$ cat src/rtl/demux_pkg.sv
// Shared types and constants for the 1-to-2 stream demultiplexer.
// Channel 1 (CH_MEM) is the memory/LSU path, channel 2 (CH_ALU) the ALU path.
package demux_pkg;

  localparam int CH_DEPTH = 2;
  localparam int CNT_W    = 16;

  typedef enum logic {
    CH_ALU = 1'b0,
    CH_MEM = 1'b1
  } ch_sel_e;

  typedef logic [1:0] occ_t;

  localparam occ_t OCC_EMPTY = 2'd0;
  localparam occ_t OCC_FULL  = 2'(CH_DEPTH);
  localparam logic [CNT_W-1:0] CNT_MAX = '1;

  // Simultaneous push and pop leaves occupancy unchanged.
  function automatic occ_t occ_next(input occ_t occ, input logic push, input logic pop);
    occ_t nxt;
    nxt = occ;
    case ({push, pop})
      2'b10:   nxt = occ + 2'd1;
      2'b01:   nxt = occ - 2'd1;
      default: nxt = occ;
    endcase
    return nxt;
  endfunction

endpackage

$ cat src/rtl/chan_fifo2.sv
// Two-entry circular buffer used as one output channel of demux1x2.
// Head entry is always presented on rdata, even when empty (0 after reset).
module chan_fifo2
  import demux_pkg::*;
#(
  parameter int DATA_WIDTH = 32
) (
  input  logic                  clk,
  input  logic                  rst,
  input  logic                  push,
  input  logic [DATA_WIDTH-1:0] wdata,
  input  logic                  pop,
  output logic [DATA_WIDTH-1:0] rdata,
  output logic                  full,
  output logic                  empty
);

  logic [DATA_WIDTH-1:0] mem [CH_DEPTH];
  logic                  wr_ptr;
  logic                  rd_ptr;
  occ_t                  occ;
  logic                  push_ok;
  logic                  pop_ok;

  assign full    = (occ == OCC_FULL);
  assign empty   = (occ == OCC_EMPTY);
  assign push_ok = push & ~full;
  assign pop_ok  = pop & ~empty;
  assign rdata   = mem[rd_ptr];

  // Entries are cleared on reset so an empty channel shows a deterministic 0.
  always_ff @(posedge clk or posedge rst) begin
    if (rst) begin
      for (int i = 0; i < CH_DEPTH; i++) begin
        mem[i] <= '0;
      end
      wr_ptr <= 1'b0;
      rd_ptr <= 1'b0;
      occ    <= OCC_EMPTY;
    end else begin
      if (push_ok) begin
        mem[wr_ptr] <= wdata;
        wr_ptr      <= ~wr_ptr;
      end
      if (pop_ok) begin
        rd_ptr <= ~rd_ptr;
      end
      occ <= occ_next(occ, push_ok, pop_ok);
    end
  end

endmodule

$ cat src/rtl/demux1x2.sv
// Routes one producer stream to the memory channel (in_sel=1) or ALU channel (in_sel=0).
// Define DEMUX1X2_CNT_EN to add per-channel saturating push counters (cnt1, cnt2, cnt_clr).
module demux1x2
  import demux_pkg::*;
#(
  parameter int DATA_WIDTH = 32
) (
  input  logic                  clk,
  input  logic                  rst,
  input  logic [DATA_WIDTH-1:0] in_data,
  input  logic                  in_sel,
  input  logic                  in_valid,
  output logic                  in_ready,
  output logic [DATA_WIDTH-1:0] out1_data,
  output logic                  out1_valid,
  input  logic                  out1_ready,
  output logic [DATA_WIDTH-1:0] out2_data,
  output logic                  out2_valid,
  input  logic                  out2_ready
`ifdef DEMUX1X2_CNT_EN
  ,
  output logic [CNT_W-1:0]      cnt1,
  output logic [CNT_W-1:0]      cnt2,
  input  logic                  cnt_clr
`endif
);

  ch_sel_e sel;
  logic    full1, full2;
  logic    empty1, empty2;
  logic    push1, push2;
  logic    pop1, pop2;

  assign sel = ch_sel_e'(in_sel);

  // Ready looks only at registered occupancy of the selected channel, so a pop
  // in the same cycle never frees a slot for the producer.
  assign in_ready = (sel == CH_MEM) ? ~full1 : ~full2;

  assign push1 = in_valid & in_ready & (sel == CH_MEM);
  assign push2 = in_valid & in_ready & (sel == CH_ALU);

  assign out1_valid = ~empty1;
  assign out2_valid = ~empty2;
  assign pop1       = out1_valid & out1_ready;
  assign pop2       = out2_valid & out2_ready;

  chan_fifo2 #(.DATA_WIDTH(DATA_WIDTH)) u_ch1 (
    .clk   (clk),
    .rst   (rst),
    .push  (push1),
    .wdata (in_data),
    .pop   (pop1),
    .rdata (out1_data),
    .full  (full1),
    .empty (empty1)
  );

  chan_fifo2 #(.DATA_WIDTH(DATA_WIDTH)) u_ch2 (
    .clk   (clk),
    .rst   (rst),
    .push  (push2),
    .wdata (in_data),
    .pop   (pop2),
    .rdata (out2_data),
    .full  (full2),
    .empty (empty2)
  );

`ifdef DEMUX1X2_CNT_EN
  // Clear wins over a simultaneous push; counts stick at all-ones.
  always_ff @(posedge clk or posedge rst) begin
    if (rst) begin
      cnt1 <= '0;
      cnt2 <= '0;
    end else if (cnt_clr) begin
      cnt1 <= '0;
      cnt2 <= '0;
    end else begin
      if (push1 && (cnt1 != CNT_MAX)) begin
        cnt1 <= cnt1 + 1'b1;
      end
      if (push2 && (cnt2 != CNT_MAX)) begin
        cnt2 <= cnt2 + 1'b1;
      end
    end
  end
`endif

endmodule

$ cat config.mk
export PLATFORM = sky130hd
export DESIGN_NAME = demux1x2
export DESIGN_NICKNAME = d
export VERILOG_FILES = /design/src/rtl/demux_pkg.sv /design/src/rtl/chan_fifo2.sv /design/src/rtl/demux1x2.sv
export SDC_FILE = /design/constraint.sdc
export NUM_CORES = 1
export LEC_CHECK = 0
export ABC_AREA = 1
export CAP_MARGIN = 20
export CORE_MARGIN = 3
export CORE_UTILIZATION = 54
export DETAILED_ROUTE_END_ITERATION = 16
export PLACE_DENSITY = 0.87
export SLEW_MARGIN = 20
export SYNTH_ARGS = -nofsm -noshare
export SYNTH_HDL_FRONTEND = slang
export SYNTH_SLANG_ARGS = --single-unit
export TNS_END_PERCENT = 10
$ cat constraint.sdc
create_clock -name clk -period 5.37 [get_ports clk]
set_clock_uncertainty 0.15 [all_clocks]
set_input_delay 1.074 -clock clk [delete_from_list [all_inputs] [get_ports clk]]
set_output_delay 1.074 -clock clk [all_outputs]
set_load 0.01 [all_outputs]
==> results.cfg, run 1 <==
[run_status]
status = finished clean

[sta]
finalHoldWorstSlack_ps = 328.3
period_minus_slack_ps = 3981
slew_violations = 0
tns_ps = 0
period_share_pct = 74.13
max_freq_mhz = 251.2
slew_headroom_pct = 34.24
setup-violations-final = 0
rsz0062_at_grt = false
tightest_slew_ps = 986.4
hold_viol = 0

[cts]
cts_hold_buffers = 0
ctsHtreeMaxLevel = 4
path_clk_slew_ps = 60
cts_setup_buffers = 0
cts_buffer_depth = 2
post_cts_resized = 0
worstSkewPairLatency_ps = 420
cts_tree = done
cts_buffers = 17
cts.root.buffer_cell = clkbuf_16
cts_sinks = 136

[worst_setup_path]
crit_top_cell = nand2_1
cp.required_ps = 4150
max_stage_delay_ps = 630
crit_path_start_kind = flip-flop
arrival_ps = 2760
end_kind = primary output
cp_max_fo = 33
cp_slowest_cell = clkinv_1
crit_type = reg -> out
crit_chain = buf_4 > clkinv_1 > buf_6 > nand2_1 > nand2_1 > clkdlybuf4s50_1

[pwr]
p_leak_nw = 4.294
p_per_area_nw_per_um2 = 689.5
fin_total_pwr_mw = 5.686
max-vdd-ir-drop_mv = 0.3093

[yosys]
syn_area_per_cell_um2 = 7.753
synth_cell_types = 16
syn-instance-count = 830
yosysWarningCount = 0
synth-seq-cells = 136
synth_fp_nets = 870
synth_area_um2 = 6435
synth_seq_area_share_pct = 52.89

[grt]
grt_use_total_pct = 29.64
grt_max_degree = 111
grt.overflow.total = 0
grt_pass1_wl_um = 31070
first_global_vias = 6196
antenna_found_initial = 0

[route]
routedWlPerCell_um = 17.90
antenna_left = 0
drcViolationCount = 0
dr.pass1.iters = 7
via_count = 6310
drt-initial-drc-count = 912
drt-total-wl_um = 18910
viasPerCell = 5.975

[placement]
dpl.hpwl_um = 10530
dp.cells = 1023
port_buffers = 104
gp_congestion = 0.8102

[finish]
layout_common_cells = nand2_1 (464), dfrtp_1 (136), nand4_1 (132)
diodes = 0
fin_cells = 1056
finalNetCount = 940
fillers = 860
syn2layout_area_growth_pct = 28.14
drive_gt1_share_pct = 5.805
final_common_cell = nand2_1

[floorplan]
row_count = 39
initial_core_util_pct = 55.88
die_w_um = 115.2
die_h_um = 115.2
die_area_um2 = 13260
coreArea_um2 = 11520
ios = 105

[run]
cap_violations = 0

[worst_hold_path]
min_path_type = reg -> reg
-- where the power goes --
group          switching [mW]  total (mW)  internal (mW)
Combinational            1.44        2.52           1.08
Clock                   0.440        1.38          0.942
Sequential              0.281        1.79           1.50
-- cell type report --
class                   instances  area, um^2  share of cell area [%]
clock buffers                  20       456.7                   5.539
inverters                      16       65.06                  0.7891
clock inverters                12       245.2                   2.974
multi-input cells             609        2694                   32.67
well taps                     143       178.9                   2.170
flip-flops and latches        136        3403                   41.27
repair buffers                120        1202                   14.58
-- flip-flops by register name (all words and copies together), names as in the netlist --
register,count
u_ch1.mem,64
u_ch1.occ,2
u_ch1.rd_ptr,1
u_ch1.wr_ptr,1
u_ch2.mem,64
u_ch2.occ,2
u_ch2.rd_ptr,1
u_ch2.wr_ptr,1
-- logic make-up after synthesis --
group                    synth area share, %
XOR/XNOR                              0.8166
adder cells (fa/ha/maj)               0.3888
flip-flops                             52.89
AO/OA/AOI/OAI                         0.1556
AND/OR/NAND/NOR                        40.15
buffers and inverters                  5.600
-- through the flow --
step           utilization [%]  instance area, um^2  setup slack, ps
6_report                 71.60                 8245             1389
3_5_place_dp             65.41                 7532             1575
5_1_grt                  71.60                 8245             1262
3_3_place_gp             64.93                 7477             1579
4_1_cts                  71.50                 8234             1156
2_1_floorplan                -                 6435            506.5
-- cell usage after synthesis, drive strengths merged --
cell type	instances	area, um^2
or2	1	6.260
inv	14	52.55
nand4	132	825.8
ha	2	25.02
clkbuf	48	180.2
xor2	4	35.03
nand2	464	1742
a21oi	2	10.01
clkinv	2	7.510
buf	21	120.1
xnor2	2	17.52
nand3	2	10.01
dfrtp	136	3403
-- worst max-delay path: cells and delay by family (launching register included) --
family                 cells  cell delay [ps]
buffers and inverters      4             1860
flip-flops                 1              320
AND/OR/NAND/NOR            2              150
-- layer usage --
layer / wire length [um] / up-vias / GRT usage, %
li1: - / 2850 / -
met1: 7504 / 2981 / 39.57
met2: 9178 / 425 / 47.72
met3: 1761 / 54 / 7.053
met4: 463 / 0 / 10.41
met5: 0 / - / 0
-- path summary, 6_finish.rpt --
| kind | from | end | slack, ps | depth (start not counted) |
|---|---|---|---|---|
| max | u_ch1.rd_ptr | out1_data[13] | 1390 | 6 |
| min | u_ch2.mem[9] | u_ch2.mem[9] | 330 | 2 |
| max in group asynchronous | rst | u_ch2.mem[48] | 3000 | 3 |
| max reg2reg | u_ch1.occ[0] | u_ch1.occ[1] | 3010 | 8 |
| min reg2reg | u_ch2.mem[9] | u_ch2.mem[9] | 330 | 2 |
| min in group asynchronous | rst | u_ch2.mem[60] | 1070 | 2 |
(Power assumes the default switching activity.)
==> inputs of run 2 (changes only) <==
clock period = 4.2 ns   (was 5.37 ns; I/O delays follow)
==> results.cfg, run 2 (same netlist as run 1, synthesis figures left out) <==
[floorplan]
die_area_um2 = 13260
initial_core_util_pct = 55.88
ios = 105
die_w_um = 115.2
die_h_um = 115.2
coreArea_um2 = 11520
row_count = 39

[pwr]
fin_total_pwr_mw = 7.017
p_per_area_nw_per_um2 = 861.2
p_leak_nw = 4.245
max-vdd-ir-drop_mv = 0.4140

[worst_setup_path]
crit_type = in -> out
cp.required_ps = 3210
crit_chain = clkdlybuf4s50_1 > inv_2 > a21oi_4 > or2_2 > clkdlybuf4s50_1
crit_path_start_kind = input pin
cp_max_fo = 4
cp_slowest_cell = clkdlybuf4s50_1
max_stage_delay_ps = 530
crit_top_cell = clkdlybuf4s50_1
end_kind = primary output
arrival_ps = 2390
reg2reg_slack_ps = 1900

[worst_hold_path]
min_path_type = reg -> reg

[finish]
finalNetCount = 940
largestRegisters = u_ch1.mem: 64 flops, u_ch2.mem: 64 flops
layout_common_cells = nand2_1 (464), dfrtp_1 (136), nand4_1 (132)
final_common_cell = nand2_1
diodes = 0
drive_gt1_share_pct = 5.805
syn2layout_area_growth_pct = 26.62

[cts]
cts_hold_buffers = 0
ctsHtreeMaxLevel = 4
path_clk_slew_ps = 50
post_cts_resized = 0
worstSkewPairLatency_ps = 410
cts_tree = done
cts_sinks = 136
cts_buffer_depth = 2
cts_buffers = 17
cts.root.buffer_cell = clkbuf_16
cts_setup_buffers = 0

[placement]
gp_congestion = 0.7917
port_buffers = 104
dpl.hpwl_um = 9920

[route]
drt-total-wl_um = 18020
routedWlPerCell_um = 17.07
via_count = 6104
viasPerCell = 5.780
antenna_left = 0
drcViolationCount = 0
drt-initial-drc-count = 837
dr.pass1.iters = 7

[sta]
finalHoldWorstSlack_ps = 329.1
setup-violations-final = 0
rsz0062_at_grt = false
hold_viol = 0
period_minus_slack_ps = 3379
max_freq_mhz = 295.9
slew_violations = 0
period_share_pct = 80.46
tightest_slew_ps = 903.8
tns_ps = 0
slew_headroom_pct = 39.75

[grt]
first_global_vias = 5882
grt_max_degree = 137
grt_use_total_pct = 27.93
grt_pass1_wl_um = 29570
grt.overflow.total = 0
antenna_found_initial = 0

[run_status]
status = finished clean

[run]
cap_violations = 0
run 2: worst paths after layout:
path,cells past startpoint,startpoint,to
worst min-delay path,2,u_ch2.mem[58],u_ch2.mem[58]
worst max register to register,8,u_ch2.occ[0],u_ch2.occ[1]
max in group asynchronous,3,rst,u_ch1.mem[26]
worst max-delay path,5,in_sel,in_ready
worst min register to register,2,u_ch2.mem[58],u_ch2.mem[58]
min in group asynchronous,3,rst,u_ch2.mem[60]
run 2: final cells by class:
| type | count | area [um^2] |
|---|---|---|
| clock buffers | 19 | 442.9 |
| clock inverters | 13 | 193.9 |
| fillers | 855 | 3368 |
| inverters | 16 | 63.81 |
| multi-input cells | 609 | 2694 |
| flip-flops and latches | 136 | 3403 |
| well taps | 143 | 178.9 |
| repair buffers | 120 | 1171 |
run 2: per-layer routing:
layer  routed length (um)  GRT usage (%)  up-vias
met1                 7644          39.21     2873
met2                 8565          44.52      333
met3                 1473          4.421       41
met5                    0              0        -
li1                     -              -     2857
met4                  341          9.703        0
run 2: stage by stage:
step / setup WS (ps) / cells / util (%) / cell area (um^2)
3_3_place_gp: 851.6 / 1024 / 65.22 / 7511
6_report: 820.5 / 1056 / 70.75 / 8148
5_1_grt: 782.1 / 1056 / 70.75 / 8148
2_1_floorplan: 1517 / 830 / - / 6439
3_5_place_dp: 842.1 / 1024 / 65.22 / 7511
4_1_cts: 829.4 / 1056 / 70.75 / 8148
run 2: critical path: cells and delay by family:
| kind | cells | cell delay [ps] |
|---|---|---|
| compound gates | 1 | 40 |
| buf+inv | 3 | 1170 |
| simple gates | 1 | 340 |
run 2: power breakdown:
| group | total, mW | internal [mW] | switching, mW |
|---|---|---|---|
| Sequential | 2.31 | 1.92 | 0.384 |
| Combinational | 3.09 | 1.34 | 1.76 |
| Clock | 1.62 | 1.02 | 0.600 |
==> inputs of run 3 (changes only) <==
clock period = 3.3 ns   (was 4.2 ns; I/O delays follow)
==> results.cfg, run 3 (same netlist as run 1, synthesis figures left out) <==
[finish]
largestRegisters = u_ch1.mem: 64 flops, u_ch2.mem: 64 flops
multiInputGateArea_um2 = 2694
fillers = 813
seqCellArea_um2 = 3403
final_common_cell = nand2_1
layout_common_cells = nand2_1 (464), dfrtp_1 (136), nand4_1 (132)
finalNetCount = 945
syn2layout_area_growth_pct = 28.04
drive_gt1_share_pct = 6.427
utilization_pct = 71.55
fin_cells = 1061
diodes = 0

[sta]
rsz0062_at_grt = false
tightest_slew_ps = 911.1
period_minus_slack_ps = 3009
setup-violations-final = 0
max_freq_mhz = 332.4
slew_violations = 0
hold_viol = 0
tns_ps = 0
fin_ws_ps = 291.3
period_share_pct = 91.17
slew_headroom_pct = 39.26

[pwr]
max-vdd-ir-drop_mv = 0.8321
p_per_area_nw_per_um2 = 1093
p_leak_nw = 4.289

[worst_setup_path]
crit_path_start_kind = flip-flop
crit_chain = clkinv_1 > buf_12 > nand2_1 > nand2_1 > clkdlybuf4s50_1
end_kind = primary output
cp.required_ps = 2490
r2r-start = u_ch1.occ[0]
cp_max_fo = 20
max_stage_delay_ps = 490
crit_start = u_ch1.rd_ptr
crit_type = reg -> out
crit_buf_inv = 3
critPathTopFamily = buffers and inverters
crit_top_cell = nand2_1
arrival_ps = 2200
cp_slowest_cell = clkdlybuf4s50_1

[floorplan]
coreArea_um2 = 11520
row_count = 39
ios = 105
die_h_um = 115.2
initial_core_util_pct = 55.88
die_w_um = 115.2
die_area_um2 = 13260

[route]
dr_wl_met2_um = 8971
drt-initial-drc-count = 760
wl_met3_um = 1766
met1Wirelength_um = 7134
routedWlPerCell_um = 17.32
viasPerCell = 5.909
antenna_left = 0
via_count = 6269
drt-total-wl_um = 18380
drcViolationCount = 0
highest_layer = met4
dr.pass1.iters = 5

[grt]
antenna_found_initial = 0
grt_pass1_wl_um = 29660
grt_max_degree = 95
grt_use_total_pct = 28.39
grt.overflow.total = 0
first_global_vias = 6029

[worst_hold_path]
min_path_type = reg -> reg
min_from = u_ch2.mem[43]

[placement]
dpl.hpwl_um = 10740
port_buffers = 104
post-place-ws_ps = 243.8
dp.cells = 1029
gp_congestion = 0.8506

[cts]
ctsHtreeMaxLevel = 4
post_cts_resized = 0
cts_setup_buffers = 0
cts_tree = done
worstSkewPairLatency_ps = 410
cts_buffer_depth = 2
cts_buffers = 17
cts_hold_buffers = 0
path_clk_slew_ps = 60
cts_sinks = 136
cts.root.buffer_cell = clkbuf_16

[run]
cap_violations = 0

[run_status]
status = finished clean
## run 3: cell type report
| type | count | share of cell area [%] |
|---|---|---|
| Multi-Input combinational cell | 609 | 32.70 |
| Clock inverter | 15 | 2.612 |
| Timing Repair Buffer | 125 | 15.28 |
| Tap cell | 143 | 2.172 |
| Inverter | 16 | 0.7745 |
| Sequential cell | 136 | 41.31 |
| Clock buffer | 17 | 5.163 |
## run 3: path summary, 6_finish.rpt
kind	to	slack (ps)	cells after the start
max in group asynchronous	u_ch1.mem[0]	1850	3
min	u_ch2.mem[43]	330	2
min in group asynchronous	u_ch2.mem[60]	530	2
max	out1_data[4]	290	5
max reg2reg	u_ch1.occ[1]	970	8
min reg2reg	u_ch2.mem[43]	330	2
## run 3: through the flow
stage               cell area (um^2)  total power, mW  hold slack [ps]
global placement                7599            6.751            312.1
global route                    8239            9.577            346.9
finish                          8239            9.004            330.4
detailed placement              7599            6.865            316.1
CTS                             8239            8.990            332.4
floorplan                       6439            5.017            299.3
## run 3: layer usage
layer,track usage [%],vias to the layer above
li1,-,2865
met1,36.56,2920
met2,46.91,427
met3,7.053,57
met4,10.17,0
met5,0,-
## run 3: where the power goes
group | internal [mW] | switching, mW | leakage [nW] | total (mW)
Sequential | 2.45 | 0.485 | 1.69 | 2.93
Combinational | 1.74 | 2.28 | 2.29 | 4.03
Clock | 1.28 | 0.764 | 0.309 | 2.05
Total | 5.47 | 3.53 | 4.29 | 9.00
## run 3: worst register-to-register path, cell delays in order (launching register included)
cell and delay (ps):
dfrtp_1 400, inv_1 130, a21oi_4 140, buf_4 540, nand2_1 170, ha_1 350, inv_1 70, nand3_1 100
xor2_1 160
==> variant 1 (settings of run 1) <==
The option `DEMUX1X2_CNT_EN` is turned on by a define.
--- a/src/rtl/demux1x2.sv
+++ b/src/rtl/demux1x2.sv
@@ -1,5 +1,7 @@
 // Routes one producer stream to the memory channel (in_sel=1) or ALU channel (in_sel=0).
 // Define DEMUX1X2_CNT_EN to add per-channel saturating push counters (cnt1, cnt2, cnt_clr).
+`define DEMUX1X2_CNT_EN
+
 module demux1x2
   import demux_pkg::*;
 #(
Interface: changed (added cnt1, cnt2 and cnt_clr); port bits go from 105 to 138. No check against the original RTL was run, so the function may have changed too.
==> variant 1 against run 1 <==
Synthesized cell count rose by 20%. Routed wire length grew 0.68%. Sequential cell count grew 32. Synthesized area is 23% higher. Via count up 8.0%. Design area rose by 20%. Total power decreased by 5.7%. Setup slack better by 370 ps. Critical path depth shrank 1. Sequential share of layout area grew 1.2 points. Critical path type unchanged. Highest routed layer unchanged.
==> variant 1: results (changes against run 1) <==
** Status
- Outcome :: finished clean

** Pwr
- Static Leak :: 4.99 nW (+16%)
- The largest voltage drop on the vdd net came to 280 uV (-9.5%).

** Drt
- Vias :: 6,817 (+8.0%)
- Number of iterations in the first detailed-routing pass :: 5 (-2)
- The total length of routed wires was 19,000 um (+0.68%).
- Number of violations reported at the end of detailed-routing iteration 0 :: 676 (-26%)

** Final layout
- The count of non-filler cells in the finished layout came to 1,300 (+23%).
- Fraction of layout instances using a drive strength above 1 :: 6.88% (+1.1 points)
- The filler cell count in the final layout was 1,076 (+25%).

** Worst setup path
- Combined buffer and inverter count along the critical path :: 3 (-1)
- Slowest stage delay, CP :: 570 ps (-60 ps)
- In this run the critical register-to-register path is launched from u_ch2.occ[0].
- The register-to-register path setup slack was 2990 ps (-20 ps).
- The critical path starts at u_ch2.rd_ptr.
- CP max-delay cell :: sky130_fd_sc_hd__inv_2
- End point of the critical path :: out2_data[11]
- The cell count of the worst reg-to-reg path is 7 (-1).
- Arrival time at the worst endpoint :: 2390 ps (-370 ps)
- Endpoint of the most critical register-to-register path :: u_ch2.mem[49]

** Synthesis
- By count the netlist is led by sky130_fd_sc_hd__nand2_1 (448), sky130_fd_sc_hd__dfrtp_1 (168), sky130_fd_sc_hd__o21ai_0 (70).
- By area the synthesized netlist is led by sky130_fd_sc_hd__dfrtp_1 (53%), sky130_fd_sc_hd__nand2_1 (21%), sky130_fd_sc_hd__o21ai_0 (4.4%).
- The number of different library cells in the post-synthesis netlist was 29 (+13).
- Instance count of the mapped netlist :: 993 (+20%)
- Synthesized net count :: 1,036 (+19%)

** Global routing
- The wire length of the first global-routing pass came to 32,100 um (+3.2%).
- Vias in the first global route :: 6,516 (+5.2%)
- Global-route usage over all layers :: 24.3% (-5.4 points)

** Placement
- The final RePlAce weighted congestion was 0.900 (+11%).
- The detailed placer's ending HPWL was 12,200 um (+16%).

** Worst hold path
- The tightest min-delay check is of the reg -> reg type.

** STA
- Slew at the pin with the worst max-slew slack :: 1020 ps (+29.8 ps)
## variant 1: cell count changes after synthesis, moves of 19 or more
| cell | before | now |
|---|---|---|
| sky130_fd_sc_hd__o21ai_0 | 0 | 70 |
| sky130_fd_sc_hd__dfrtp_1 | 136 | 168 |
| sky130_fd_sc_hd__o21ai_1 | 0 | 41 |
| sky130_fd_sc_hd__clkbuf_1 | 48 | 29 |
| sky130_fd_sc_hd__nand4_1 | 132 | 12 |
| sky130_fd_sc_hd__o21ai_2 | 0 | 25 |
| sky130_fd_sc_hd__inv_1 | 13 | 65 |
| sky130_fd_sc_hd__nor2_1 | 0 | 34 |
| sky130_fd_sc_hd__nand3_1 | 2 | 36 |
## variant 1: worst min-delay path by stage
stage / endpoint / cells past startpoint / start / slack, ps
2_1_floorplan: u_ch1.mem[30] / 2 / u_ch1.mem[30] / 300
4_1_cts: u_ch2.mem[2] / 2 / u_ch2.mem[2] / 340
3_3_place_gp: u_ch2.mem[19] / 2 / u_ch2.mem[19] / 320
5_1_grt: u_ch1.mem[61] / 2 / u_ch1.mem[61] / 350
3_5_place_dp: u_ch1.mem[6] / 2 / u_ch1.mem[6] / 320
6_report: u_ch1.mem[28] / 2 / u_ch1.mem[28] / 340
## variant 1: kinds of logic after synthesis
family          synth area share (%)
flops                           53.0
buf+inv                         6.59
xor+xnor                        2.32
fa+ha+maj                      0.631
simple gates                    27.1
compound gates                  10.4
## variant 1: cell type report
cell class	instances	share of cell area [%]
timing repair buffer	143	14.5
inverter	70	2.69
clock inverter	6	0.670
clock buffer	24	4.86
multi-input combinational	709	32.6
tap	180	2.27
sequential	168	42.4
## variant 1: tightest hold or removal path, stage by stage (launching register included)
cell and delay, ps:
sky130_fd_sc_hd__dfrtp_1 340, sky130_fd_sc_hd__nand2_1 50, sky130_fd_sc_hd__o21ai_0 60
## variant 1: layer usage
metal	vias to the layer above	wire length, um	GRT usage, %
li1	3348	-	-
met4	0	289	7.70
met5	-	0	0
met1	3185	8610	34.5
met3	21	1180	4.22
met2	263	8960	38.5
## variant 1: where the power goes
| part | switching [mW] | internal, mW | leakage [nW] |
|---|---|---|---|
| clock | 0.481 | 0.672 | 0.271 |
| combinational | 1.15 | 1.02 | 2.58 |
| sequential | 0.286 | 1.75 | 2.14 |
## variant 1: stage by stage
step,util (%),power (mW),setup WS (ps),instance area [um2]
2_1_floorplan,-,3.20,2010,7940
3_3_place_gp,65.9,4.13,1710,9330
3_5_place_dp,66.1,4.21,1590,9350
4_1_cts,69.9,5.39,1100,9890
5_1_grt,70.0,5.72,1620,9900
6_report,70.0,5.36,1760,9900
==> variant 2 (settings of run 1) <==
Made on the original files. `DATA_WIDTH` is set to 32 in 2 places; all go to 16.
--- a/src/rtl/chan_fifo2.sv
+++ b/src/rtl/chan_fifo2.sv
@@ -3,7 +3,7 @@
 module chan_fifo2
   import demux_pkg::*;
 #(
-  parameter int DATA_WIDTH = 32
+  parameter int DATA_WIDTH = 16
 ) (
   input  logic                  clk,
   input  logic                  rst,
--- a/src/rtl/demux1x2.sv
+++ b/src/rtl/demux1x2.sv
@@ -3,7 +3,7 @@
 module demux1x2
   import demux_pkg::*;
 #(
-  parameter int DATA_WIDTH = 32
+  parameter int DATA_WIDTH = 16
 ) (
   input  logic                  clk,
   input  logic                  rst,
Ports: changed (resized in_data, out1_data and out2_data); port bits go from 105 to 57. The function was not compared with the original's and may differ.
==> variant 2 against run 1 <==
Largest power group unchanged. Routed wire length down 54%. Sequential cell count down 64. Non-clock buffer count down 61. Design area down 49%. Setup slack better by 13 ps. Via count down 51%. Total power down 54%. Combinational power down 53%. Synthesized area down 46%. Maximum frequency up 0.34%. Register-to-register slack better by 270 ps. Die area down 44%. Sequential power down 42%.
==> variant 2: results (changes against run 1) <==
** Status
- The flow ran to the end, and the final reports show no timing, DRC or antenna violations.

** Final layout
- ClkCell Share :: 4.48% (-4.0 points)
- The largest registers in the layout are u_ch1.mem x32, u_ch2.mem x32.
- Non-clock inverters :: 15 (-1)
- Post-route standard cell area excluding fillers :: 4190 um2 (-49%)
- Relative to the synthesized area, the layout overhead comes to 20.5%.
- The sequential fraction of total cell area came to 43.0% (+1.7 points).
- The proportion of cell area occupied by multi-input gates was 35.1% (+2.4 points).
- Final-layout fill cell count :: 498 (-42%)
- Clock buffer instance count of the final layout :: 10 (-50%)
- The number of signal-net buffers in the layout is 59 (-51%).
- The final net count is 470 (-50%).
- The fraction of layout cells with a size suffix above 1 came to 10.4% (+4.6 points).

** Placement
- Port Buffers :: 56 (-46%)
- The final RePlAce weighted congestion is 0.783 (-3.4%).
- Placed instance count :: 510 (-50%)
- The detailed placer's ending HPWL is 5600 um (-47%).
- Post-Place Cell Area :: 4000 um2 (-47%)
- The worst slack at placement was 1400 ps (-179 ps).

** Pwr
- The clock-net power is 0.420 mW (-70%).
- Maximum ir drop on the vdd rail :: 370 uV (+20%)
- Switching part of the total :: 39.3% (+1.3 points)
- Static Leak :: 2.13 nW (-50%)
- The sequential power was 1.03 mW (-42%).

** Worst setup path
- Critical path startpoint :: in_sel
- The data arrival time of the worst path is 2740 ps (-20 ps).
- Largest driver fanout on the critical path :: 34 (+3.0%)
- Cell count of the worst reg-to-reg path :: 4 (-4)
- End point of the critical path :: in_ready
- In this run the critical register-to-register path is captured at u_ch1.mem[20].

** Global routing
- The number of global-route vias before repair is 3,019 (-51%).
- The global-route track usage on met3 came to 5.13% (-1.9 points).
- The fraction of met1 tracks used by global routing came to 35.0% (-4.6 points).
- Pin count of the biggest net entering global routing :: 71 (-36%)
- The wire length of the first global-routing pass came to 14,800 um (-52%).
- The met2 track utilization from global routing came to 40.1% (-7.6 points).

** Worst hold path
- The min-delay analysis places its worst path in the category reg -> reg.

** Clocking
- Root Buffer :: sky130_fd_sc_hd__clkbuf_8
- The number of clock buffers inserted by TritonCTS is 9 (-8).
- Clock insertion delay at the later pin of the skew report :: 350 ps (-70 ps)

** Drt
- Post-DR wirelength/cell :: 16.6 um (-7.1%)
- Via-per-instance ratio :: 5.90 (-1.2%)
- Number of violations reported at the end of detailed-routing iteration 0 :: 292 (-68%)
- Vias :: 3,104 (-51%)
- The length of the first detailed-routing pass in iterations was 5 (-2).

** Synthesis
- The sequential share of the synthesized area came to 51.8% (-1.1 points).
- Ranked by total cell area, the synthesized netlist is headed by sky130_fd_sc_hd__dfrtp_1 (52%), sky130_fd_sc_hd__nand2_1 (21%), sky130_fd_sc_hd__nand4_1 (12%).
- By count the netlist is led by sky130_fd_sc_hd__nand2_1 (192), sky130_fd_sc_hd__dfrtp_1 (72), sky130_fd_sc_hd__nand4_1 (64).
- Library cells used by synthesis :: 19 (+3)
- Synthesized net count :: 429 (-51%)
- Multiplexer share of the synthesized area :: 5.18% (+5.2 points)
- Synth Area in Adders :: 0.719% (+0.33 points)

** STA
- Slew at the pin with the worst max-slew slack :: 748 ps (-238 ps)
-- variant 2: worst min-delay path by stage --
stage	startpoint	endpoint	slack [ps]	cells after the start
2_1_floorplan	u_ch1.mem[0]	u_ch1.mem[0]	290	2
3_3_place_gp	u_ch1.mem[8]	u_ch1.mem[8]	310	2
3_5_place_dp	u_ch1.mem[2]	u_ch1.mem[2]	310	2
4_1_cts	u_ch1.mem[0]	u_ch1.mem[0]	330	2
5_1_grt	u_ch1.mem[14]	u_ch1.mem[14]	350	2
6_report	u_ch1.mem[24]	u_ch1.mem[24]	330	2
-- variant 2: critical path, stage by stage --
cell                              delay (ps)
sky130_fd_sc_hd__clkdlybuf4s50_1         580
sky130_fd_sc_hd__a21oi_2                  40
sky130_fd_sc_hd__buf_4                   240
sky130_fd_sc_hd__or2_2                   320
sky130_fd_sc_hd__clkdlybuf4s50_1         480
-- variant 2: layer usage --
metal  vias up  routed length (um)
li1       1435                   -
met1      1496                3760
met2       151                4160
met3        22                 646
met4         0                 183
met5         -                   0
